==> src/rtl/exu_disp_oitf_pkg.sv <==
// Shared widths, the OITF entry layout and the per-entry hazard match helper
// for the dispatch/OITF block.
package exu_disp_oitf_pkg;

  localparam int DEF_XLEN          = 32;
  localparam int DEF_PC_SIZE       = 32;
  localparam int DEF_RFIDX_WIDTH   = 5;
  localparam int DEF_DECINFO_WIDTH = 32;
  localparam int DEF_OITF_DEPTH    = 4;

  typedef struct packed {
    logic                       vld;
    logic                       rdwen;
    logic [DEF_RFIDX_WIDTH-1:0] rdidx;
  } oitf_entry_t;

  // x0 is never a real destination, so an entry writing x0 cannot cause a hazard.
  function automatic logic entry_hit(input oitf_entry_t e,
                                     input logic [DEF_RFIDX_WIDTH-1:0] idx);
    return e.vld & e.rdwen & (e.rdidx != '0) & (e.rdidx == idx);
  endfunction

endpackage

==> src/rtl/exu_disp_oitf_tbl.sv <==
// Outstanding-instruction track FIFO: circular entry table with wrap-bit pointers,
// empty/full status, head contents and per-source hazard match vectors.
module exu_oitf_tbl
  import exu_disp_oitf_pkg::*;
#(
  parameter int OITF_DEPTH  = DEF_OITF_DEPTH,
  parameter int ITAG_WIDTH  = $clog2(OITF_DEPTH),
  parameter int RFIDX_WIDTH = DEF_RFIDX_WIDTH
) (
  input  logic                   clk,
  input  logic                   rst,
  input  logic                   i_alc_ena,
  input  logic                   i_alc_rdwen,
  input  logic [RFIDX_WIDTH-1:0] i_alc_rdidx,
  input  logic                   i_ret_ena,
  input  logic [RFIDX_WIDTH-1:0] i_rs1idx,
  input  logic [RFIDX_WIDTH-1:0] i_rs2idx,
  input  logic [RFIDX_WIDTH-1:0] i_rdidx,
  output logic [ITAG_WIDTH-1:0]  o_alc_ptr,
  output logic [ITAG_WIDTH-1:0]  o_ret_ptr,
  output logic [RFIDX_WIDTH-1:0] o_ret_rdidx,
  output logic                   o_ret_rdwen,
  output logic                   o_empty,
  output logic                   o_full,
  output logic [OITF_DEPTH-1:0]  o_rs1_match,
  output logic [OITF_DEPTH-1:0]  o_rs2_match,
  output logic [OITF_DEPTH-1:0]  o_rd_match
);

  if (RFIDX_WIDTH != DEF_RFIDX_WIDTH) begin : g_bad_rfidx
    $error("exu_oitf_tbl: RFIDX_WIDTH must match the package entry layout");
  end
  if ((OITF_DEPTH < 2) || ((OITF_DEPTH & (OITF_DEPTH - 1)) != 0)) begin : g_bad_depth
    $error("exu_oitf_tbl: OITF_DEPTH must be a power of two and at least 2");
  end

  // The extra MSB is the wrap bit; with a power-of-two depth a plain increment
  // returns the index to 0 and toggles the wrap bit together.
  logic [ITAG_WIDTH:0]   r_alc_ptr;
  logic [ITAG_WIDTH:0]   r_ret_ptr;
  oitf_entry_t           r_entry [OITF_DEPTH];

  logic [ITAG_WIDTH-1:0] w_alc_idx;
  logic [ITAG_WIDTH-1:0] w_ret_idx;
  logic                  w_empty;
  logic                  w_full;
  logic                  w_ret_fire;

  assign w_alc_idx  = r_alc_ptr[ITAG_WIDTH-1:0];
  assign w_ret_idx  = r_ret_ptr[ITAG_WIDTH-1:0];
  assign w_empty    = (r_alc_ptr == r_ret_ptr);
  assign w_full     = (w_alc_idx == w_ret_idx) & (r_alc_ptr[ITAG_WIDTH] != r_ret_ptr[ITAG_WIDTH]);
  assign w_ret_fire = i_ret_ena & ~w_empty;

  always_ff @(posedge clk or posedge rst) begin
    if (rst) begin
      r_alc_ptr <= '0;
      r_ret_ptr <= '0;
    end else begin
      if (i_alc_ena) begin
        r_alc_ptr <= r_alc_ptr + 1'b1;
      end
      if (w_ret_fire) begin
        r_ret_ptr <= r_ret_ptr + 1'b1;
      end
    end
  end

  for (genvar gi = 0; gi < OITF_DEPTH; gi++) begin : g_entry
    always_ff @(posedge clk or posedge rst) begin
      if (rst) begin
        r_entry[gi] <= '0;
      end else if (i_alc_ena && (w_alc_idx == ITAG_WIDTH'(gi))) begin
        r_entry[gi] <= '{vld: 1'b1, rdwen: i_alc_rdwen, rdidx: i_alc_rdidx};
      end else if (w_ret_fire && (w_ret_idx == ITAG_WIDTH'(gi))) begin
        r_entry[gi].vld <= 1'b0;
      end
    end

    assign o_rs1_match[gi] = entry_hit(r_entry[gi], i_rs1idx);
    assign o_rs2_match[gi] = entry_hit(r_entry[gi], i_rs2idx);
    assign o_rd_match[gi]  = entry_hit(r_entry[gi], i_rdidx);
  end

  assign o_alc_ptr   = w_alc_idx;
  assign o_ret_ptr   = w_ret_idx;
  assign o_ret_rdidx = r_entry[w_ret_idx].rdidx;
  assign o_ret_rdwen = r_entry[w_ret_idx].rdwen;
  assign o_empty     = w_empty;
  assign o_full      = w_full;

endmodule

==> src/rtl/exu_disp_oitf.sv <==
// Dispatch stage: hazard/fence/full gating in front of the ALU plus allocation
// of OITF entries for decode-predicted long-pipe instructions.
module exu_disp_oitf
  import exu_disp_oitf_pkg::*;
#(
  parameter int XLEN          = DEF_XLEN,
  parameter int PC_SIZE       = DEF_PC_SIZE,
  parameter int RFIDX_WIDTH   = DEF_RFIDX_WIDTH,
  parameter int DECINFO_WIDTH = DEF_DECINFO_WIDTH,
  parameter int OITF_DEPTH    = DEF_OITF_DEPTH,
  parameter int ITAG_WIDTH    = $clog2(OITF_DEPTH)
) (
  input  logic                     clk,
  input  logic                     rst,
  input  logic                     disp_i_valid,
  output logic                     disp_i_ready,
  input  logic                     disp_i_rs1en,
  input  logic                     disp_i_rs2en,
  input  logic                     disp_i_rdwen,
  input  logic [RFIDX_WIDTH-1:0]   disp_i_rs1idx,
  input  logic [RFIDX_WIDTH-1:0]   disp_i_rs2idx,
  input  logic [RFIDX_WIDTH-1:0]   disp_i_rdidx,
  input  logic [XLEN-1:0]          disp_i_rs1,
  input  logic [XLEN-1:0]          disp_i_rs2,
  input  logic [XLEN-1:0]          disp_i_imm,
  input  logic [DECINFO_WIDTH-1:0] disp_i_info,
  input  logic [PC_SIZE-1:0]       disp_i_pc,
  input  logic                     disp_i_ilegl,
  input  logic                     disp_i_longp,
  input  logic                     disp_i_fence,
  output logic                     disp_o_alu_valid,
  input  logic                     disp_o_alu_ready,
  output logic [XLEN-1:0]          disp_o_alu_rs1,
  output logic [XLEN-1:0]          disp_o_alu_rs2,
  output logic [XLEN-1:0]          disp_o_alu_imm,
  output logic                     disp_o_alu_rdwen,
  output logic [RFIDX_WIDTH-1:0]   disp_o_alu_rdidx,
  output logic [DECINFO_WIDTH-1:0] disp_o_alu_info,
  output logic [PC_SIZE-1:0]       disp_o_alu_pc,
  output logic                     disp_o_alu_ilegl,
  output logic                     disp_o_alu_longp,
  output logic [ITAG_WIDTH-1:0]    disp_o_alu_itag,
  input  logic                     oitf_ret_ena,
  output logic [ITAG_WIDTH-1:0]    oitf_ret_ptr,
  output logic [RFIDX_WIDTH-1:0]   oitf_ret_rdidx,
  output logic                     oitf_ret_rdwen,
  output logic                     oitf_empty,
  output logic                     oitf_full
);

  logic [OITF_DEPTH-1:0] w_rs1_match;
  logic [OITF_DEPTH-1:0] w_rs2_match;
  logic [OITF_DEPTH-1:0] w_rd_match;
  logic                  w_raw;
  logic                  w_waw;
  logic                  w_cond;
  logic                  w_alc_ena;

  // The ALU never feeds back into this decision; long-pipe comes from decode.
  assign w_raw  = (disp_i_rs1en & (|w_rs1_match)) | (disp_i_rs2en & (|w_rs2_match));
  assign w_waw  = disp_i_rdwen & (|w_rd_match);
  assign w_cond = ~w_raw & ~w_waw
                & (~disp_i_longp | ~oitf_full)
                & (~disp_i_fence | oitf_empty);

  assign disp_o_alu_valid = disp_i_valid & w_cond;
  assign disp_i_ready     = w_cond & disp_o_alu_ready;
  assign w_alc_ena        = disp_o_alu_valid & disp_o_alu_ready & disp_i_longp;

  exu_oitf_tbl #(
    .OITF_DEPTH  (OITF_DEPTH),
    .ITAG_WIDTH  (ITAG_WIDTH),
    .RFIDX_WIDTH (RFIDX_WIDTH)
  ) u_oitf_tbl (
    .clk         (clk),
    .rst         (rst),
    .i_alc_ena   (w_alc_ena),
    .i_alc_rdwen (disp_i_rdwen),
    .i_alc_rdidx (disp_i_rdidx),
    .i_ret_ena   (oitf_ret_ena),
    .i_rs1idx    (disp_i_rs1idx),
    .i_rs2idx    (disp_i_rs2idx),
    .i_rdidx     (disp_i_rdidx),
    .o_alc_ptr   (disp_o_alu_itag),
    .o_ret_ptr   (oitf_ret_ptr),
    .o_ret_rdidx (oitf_ret_rdidx),
    .o_ret_rdwen (oitf_ret_rdwen),
    .o_empty     (oitf_empty),
    .o_full      (oitf_full),
    .o_rs1_match (w_rs1_match),
    .o_rs2_match (w_rs2_match),
    .o_rd_match  (w_rd_match)
  );

  assign disp_o_alu_rs1   = disp_i_rs1;
  assign disp_o_alu_rs2   = disp_i_rs2;
  assign disp_o_alu_imm   = disp_i_imm;
  assign disp_o_alu_rdwen = disp_i_rdwen;
  assign disp_o_alu_rdidx = disp_i_rdidx;
  assign disp_o_alu_info  = disp_i_info;
  assign disp_o_alu_pc    = disp_i_pc;
  assign disp_o_alu_ilegl = disp_i_ilegl;
  assign disp_o_alu_longp = disp_i_longp;

endmodule
==> config.mk <==
export PLATFORM = sky130hd
export DESIGN_NAME = exu_disp_oitf
export DESIGN_NICKNAME = d
export VERILOG_FILES = /design/src/rtl/exu_disp_oitf_pkg.sv /design/src/rtl/exu_disp_oitf_tbl.sv /design/src/rtl/exu_disp_oitf.sv
export SDC_FILE = /design/constraint.sdc
export NUM_CORES = 1
export LEC_CHECK = 0
export ABC_CLOCK_PERIOD_IN_PS = 3050
export CAP_MARGIN = 20
export CORE_AREA = 2 2 141 143
export DETAILED_ROUTE_END_ITERATION = 8
export DIE_AREA = 0 0 143 145
export GPL_TIMING_DRIVEN = 1
export PLACE_DENSITY_LB_ADDON = 0.12
export SLEW_MARGIN = 0
export SYNTH_ARGS = -nofsm -noshare
export SYNTH_HDL_FRONTEND = slang
export SYNTH_HIERARCHICAL = 1
export SYNTH_SLANG_ARGS = --single-unit
==> constraint.sdc <==
create_clock -name clk -period 3.05 [get_ports clk]
set_input_delay 0.61 -clock clk [delete_from_list [all_inputs] [get_ports clk]]
set_output_delay 0.61 -clock clk [all_outputs]
set_load 0.01 [all_outputs]
==> results.cfg <==
[placed_design]
postPlaceCellArea_um2 = 3590
count_of_input_and_output_buffers = 45
global_placement_routability_congestion = 0.793
detailedPlacementHpwl_mm = 14.3

[drt]
viasPerCell = 3.94
drt-initial-drc-count = 104
drt_drc_violations_left = 0
route.vias.total = 2315
total_detailed_routing_wirelength_mm = 16.7
drt-wirelength-per-cell_um = 28.5
route.antenna.remaining_nets = 0
drt_pass1_iterations = 5

[worst_setup_path]
crit_path_start_kind = flop
crit_fanout = 3
r2r.worst_path.cells = 13
worst-r2r-setup-slack_ns = -0.09
path_type_of_the_worst_setup_path = reg -> out
crit_required_ns = 2.44
cp-end-kind = output port
critical_path_arrival_ns = 2.58

[sta]
max_slew.worst_pin.slew_ns = 0.491
holdWs_ns = 0.484
rsz0062_at_grt = true
setup_viol_count_final = 23
clock.fmax_ghz = 0.313
report.final.hold_viol_count = 0
worst_clock_skew_ns = 0.00334
maxSlewHeadroom_pct = 67.3
drv_slew = 0
final.min_clock_period_ns = 3.19
timing.final.crit_share_pct = 105
finalWorstSetupSlack_ns = -0.141

[job]
maxCapViolations = 0

[global_routing]
grt_first_pass_wirelength_mm = 22.2
first_global_vias = 2638
antenna_found_initial = 0
grt_max_degree = 35
grt_remaining_overflow = 0
gr-usage-all-layers_pct = 15.7

[layout]
synthToLayoutAreaGrowth_pct = 2.68
layout.cells.most_common = sky130_fd_sc_hd__buf_4
layout.nets = 515
layout.cell_area.non_filler_um2 = 3980
mostFrequentLayoutCells = 49 x sky130_fd_sc_hd__buf_4, 39 x sky130_fd_sc_hd__xnor2_1, 38 x sky130_fd_sc_hd__clkdlybuf4s50_1
antenna_cells = 0
final_layout_size_suffix_gt1_share_pct = 39.1

[clocking]
tritoncts = yes
clk_sinks = 34
clk_pin_slew_worst_paths_ns = 0.06
cts.path.max_buffers = 2
cts_buffers = 5
cts_max_level = 2
clk_root_buffer_cell = sky130_fd_sc_hd__clkbuf_16
clkLatencyLatePin_ns = 0.28
postCtsHoldBufs = 0

[synthesis]
yosys.cell_types.count = 29
yosys_most_used_dff = sky130_fd_sc_hd__dfrtp_1
synth-seq-cells = 34
synthesis.yosys.warnings = 6
synth.net_count = 611
mean_syn_cell_area_um2 = 9.29
async_flop_share_pct = 100
synth-edff-count = 0
synthCells = 417
post_synth_instance_area_um2 = 3870
seq_area_frac_synth_pct = 22.0

[floorplan]
core-area_um2 = 19200
rows = 51
die_area_um2 = 20700
ioPinCount = 368
dieWidth_um = 143
initial_utilization_pct = 20.2
die_h_um = 145

[power_and_ir_drop]
power.density_nw_per_um2 = 929
peak_vdd_ir_mv = 0.315
total_power_uw = 3700
power.switching_fraction_pct = 41.4
cellLeakagePower_uw = 0.00163
power.net_switching_uw = 1530
intPower_uw = 2170
clkPwrFrac_pct = 14.2
power.share.combinational_pct = 61.0
power_frac_seq_pct = 24.8

[worst_hold_path]
whs_path_depth = 1
min_path_type = reg -> reg

[status]
run_status = finished, violations left
failed_checks = negative setup slack
[through the flow]
stage               utilization (%)  setup TNS [ns]  std cells  setup slack [ns]
floorplan                         -               0        417             0.364
global placement               18.7          -15.38        570            -0.577
detailed placement             18.7          -15.71        570            -0.652
CTS                            20.1          -0.659        582            -0.202
global route                   20.7           -6.35        587            -0.259
finish                         20.7           -1.36        587            -0.141
[timing repair]
action	4_1_cts	5_1_grt
gates resized for setup	38	16
setup buffers	6	5
pin swaps	14	10
gates cloned	0	0
endpoints found under the setup margin	33	32
[cell type report]
| cell class | instances | area [um^2] |
|---|---|---|
| fillers | 2090 | 15200 |
| multi-input cells | 169 | 1720 |
| repair buffers | 101 | 893 |
| flip-flops and latches | 34 | 851 |
| well taps | 265 | 332 |
| clock buffers | 7 | 143 |
| inverters | 10 | 37.5 |
| clock inverters | 1 | 5.00 |
[metal layers]
| metal | vias up | GRT usage (%) | wire length, um |
|---|---|---|---|
| li1 | 991 | - | - |
| met1 | 1108 | 16.0 | 5520 |
| met4 | 0 | 3.91 | 356 |
| met5 | - | 0.501 | 0 |
| met3 | 23 | 11.4 | 2840 |
| met2 | 193 | 25.5 | 8000 |
[worst max-delay path, stage by stage, from the launching register on]
cell	delay, ns
sky130_fd_sc_hd__dfrtp_1	0.39
sky130_fd_sc_hd__or4_4	0.55
sky130_fd_sc_hd__o211ai_4	0.20
sky130_fd_sc_hd__buf_6	0.13
sky130_fd_sc_hd__nor4_1	0.05
sky130_fd_sc_hd__o41ai_2	0.43
sky130_fd_sc_hd__nand2_2	0.20
sky130_fd_sc_hd__nor3_4	0.20
sky130_fd_sc_hd__buf_2	0.15
[power groups by stage]
| stage | clock [uW] | sequential, uW | combinational, uW |
|---|---|---|---|
| CTS | 536 | 913 | 2210 |
| global placement | 0 | 902 | 2130 |
| detailed placement | 0 | 899 | 2100 |
| finish | 525 | 917 | 2260 |
| global route | 566 | 949 | 2440 |
| floorplan | 0 | 760 | 1580 |
[path summary, 6_finish.rpt]
| path | startpoint | end |
|---|---|---|
| setup / recovery | u_oitf_tbl/r_entry[4] | disp_o_alu_valid |
| hold / removal | u_oitf_tbl/r_ret_ptr[2] | u_oitf_tbl/r_ret_ptr[2] |
| setup reg to reg | u_oitf_tbl/r_entry[16] | u_oitf_tbl/r_entry[1] |
| hold reg to reg | u_oitf_tbl/r_ret_ptr[2] | u_oitf_tbl/r_ret_ptr[2] |
| max in group asynchronous | rst | u_oitf_tbl/r_entry[19] |
| min in group asynchronous | rst | u_oitf_tbl/r_entry[18] |
[Yosys cell counts (4+ instances only)]
| cell | count | share of area, % |
|---|---|---|
| sky130_fd_sc_hd__clkbuf_2 | 4 | 0.52 |
| sky130_fd_sc_hd__xor2_1 | 26 | 5.9 |
| sky130_fd_sc_hd__o211ai_2 | 4 | 1.3 |
| sky130_fd_sc_hd__mux4_2 | 6 | 3.5 |
| sky130_fd_sc_hd__buf_1 | 5 | 0.48 |
| sky130_fd_sc_hd__ha_1 | 8 | 2.6 |
| sky130_fd_sc_hd__buf_4 | 174 | 34 |
| sky130_fd_sc_hd__mux2_2 | 25 | 7.3 |
| sky130_fd_sc_hd__dfrtp_1 | 34 | 22 |
| sky130_fd_sc_hd__nor4_1 | 12 | 1.9 |
| sky130_fd_sc_hd__nand3_1 | 15 | 1.9 |
| sky130_fd_sc_hd__nand2_1 | 8 | 0.77 |
| sky130_fd_sc_hd__clkbuf_1 | 16 | 1.5 |
| sky130_fd_sc_hd__or4_1 | 4 | 0.77 |
| sky130_fd_sc_hd__xnor2_1 | 39 | 8.8 |
| sky130_fd_sc_hd__buf_6 | 4 | 1.2 |
| sky130_fd_sc_hd__inv_1 | 10 | 0.97 |
[registers in the layout (all words and copies together), names as in the netlist]
| signal | cells |
|---|---|
| u_oitf_tbl/r_entry | 28 |
| u_oitf_tbl/r_alc_ptr | 3 |
| u_oitf_tbl/r_ret_ptr | 3 |
[cell families after synthesis]
group | synth area share [%]
adders and majority gates | 2.58
buffers and inverters | 38.5
muxes | 10.8
xor gates and xnor gates | 15.1
and+or+nand+nor | 6.33
DFF | 22.0
AOI/OAI and AO/OA | 4.75
Note: power is estimated with default switching activity, not from simulation.
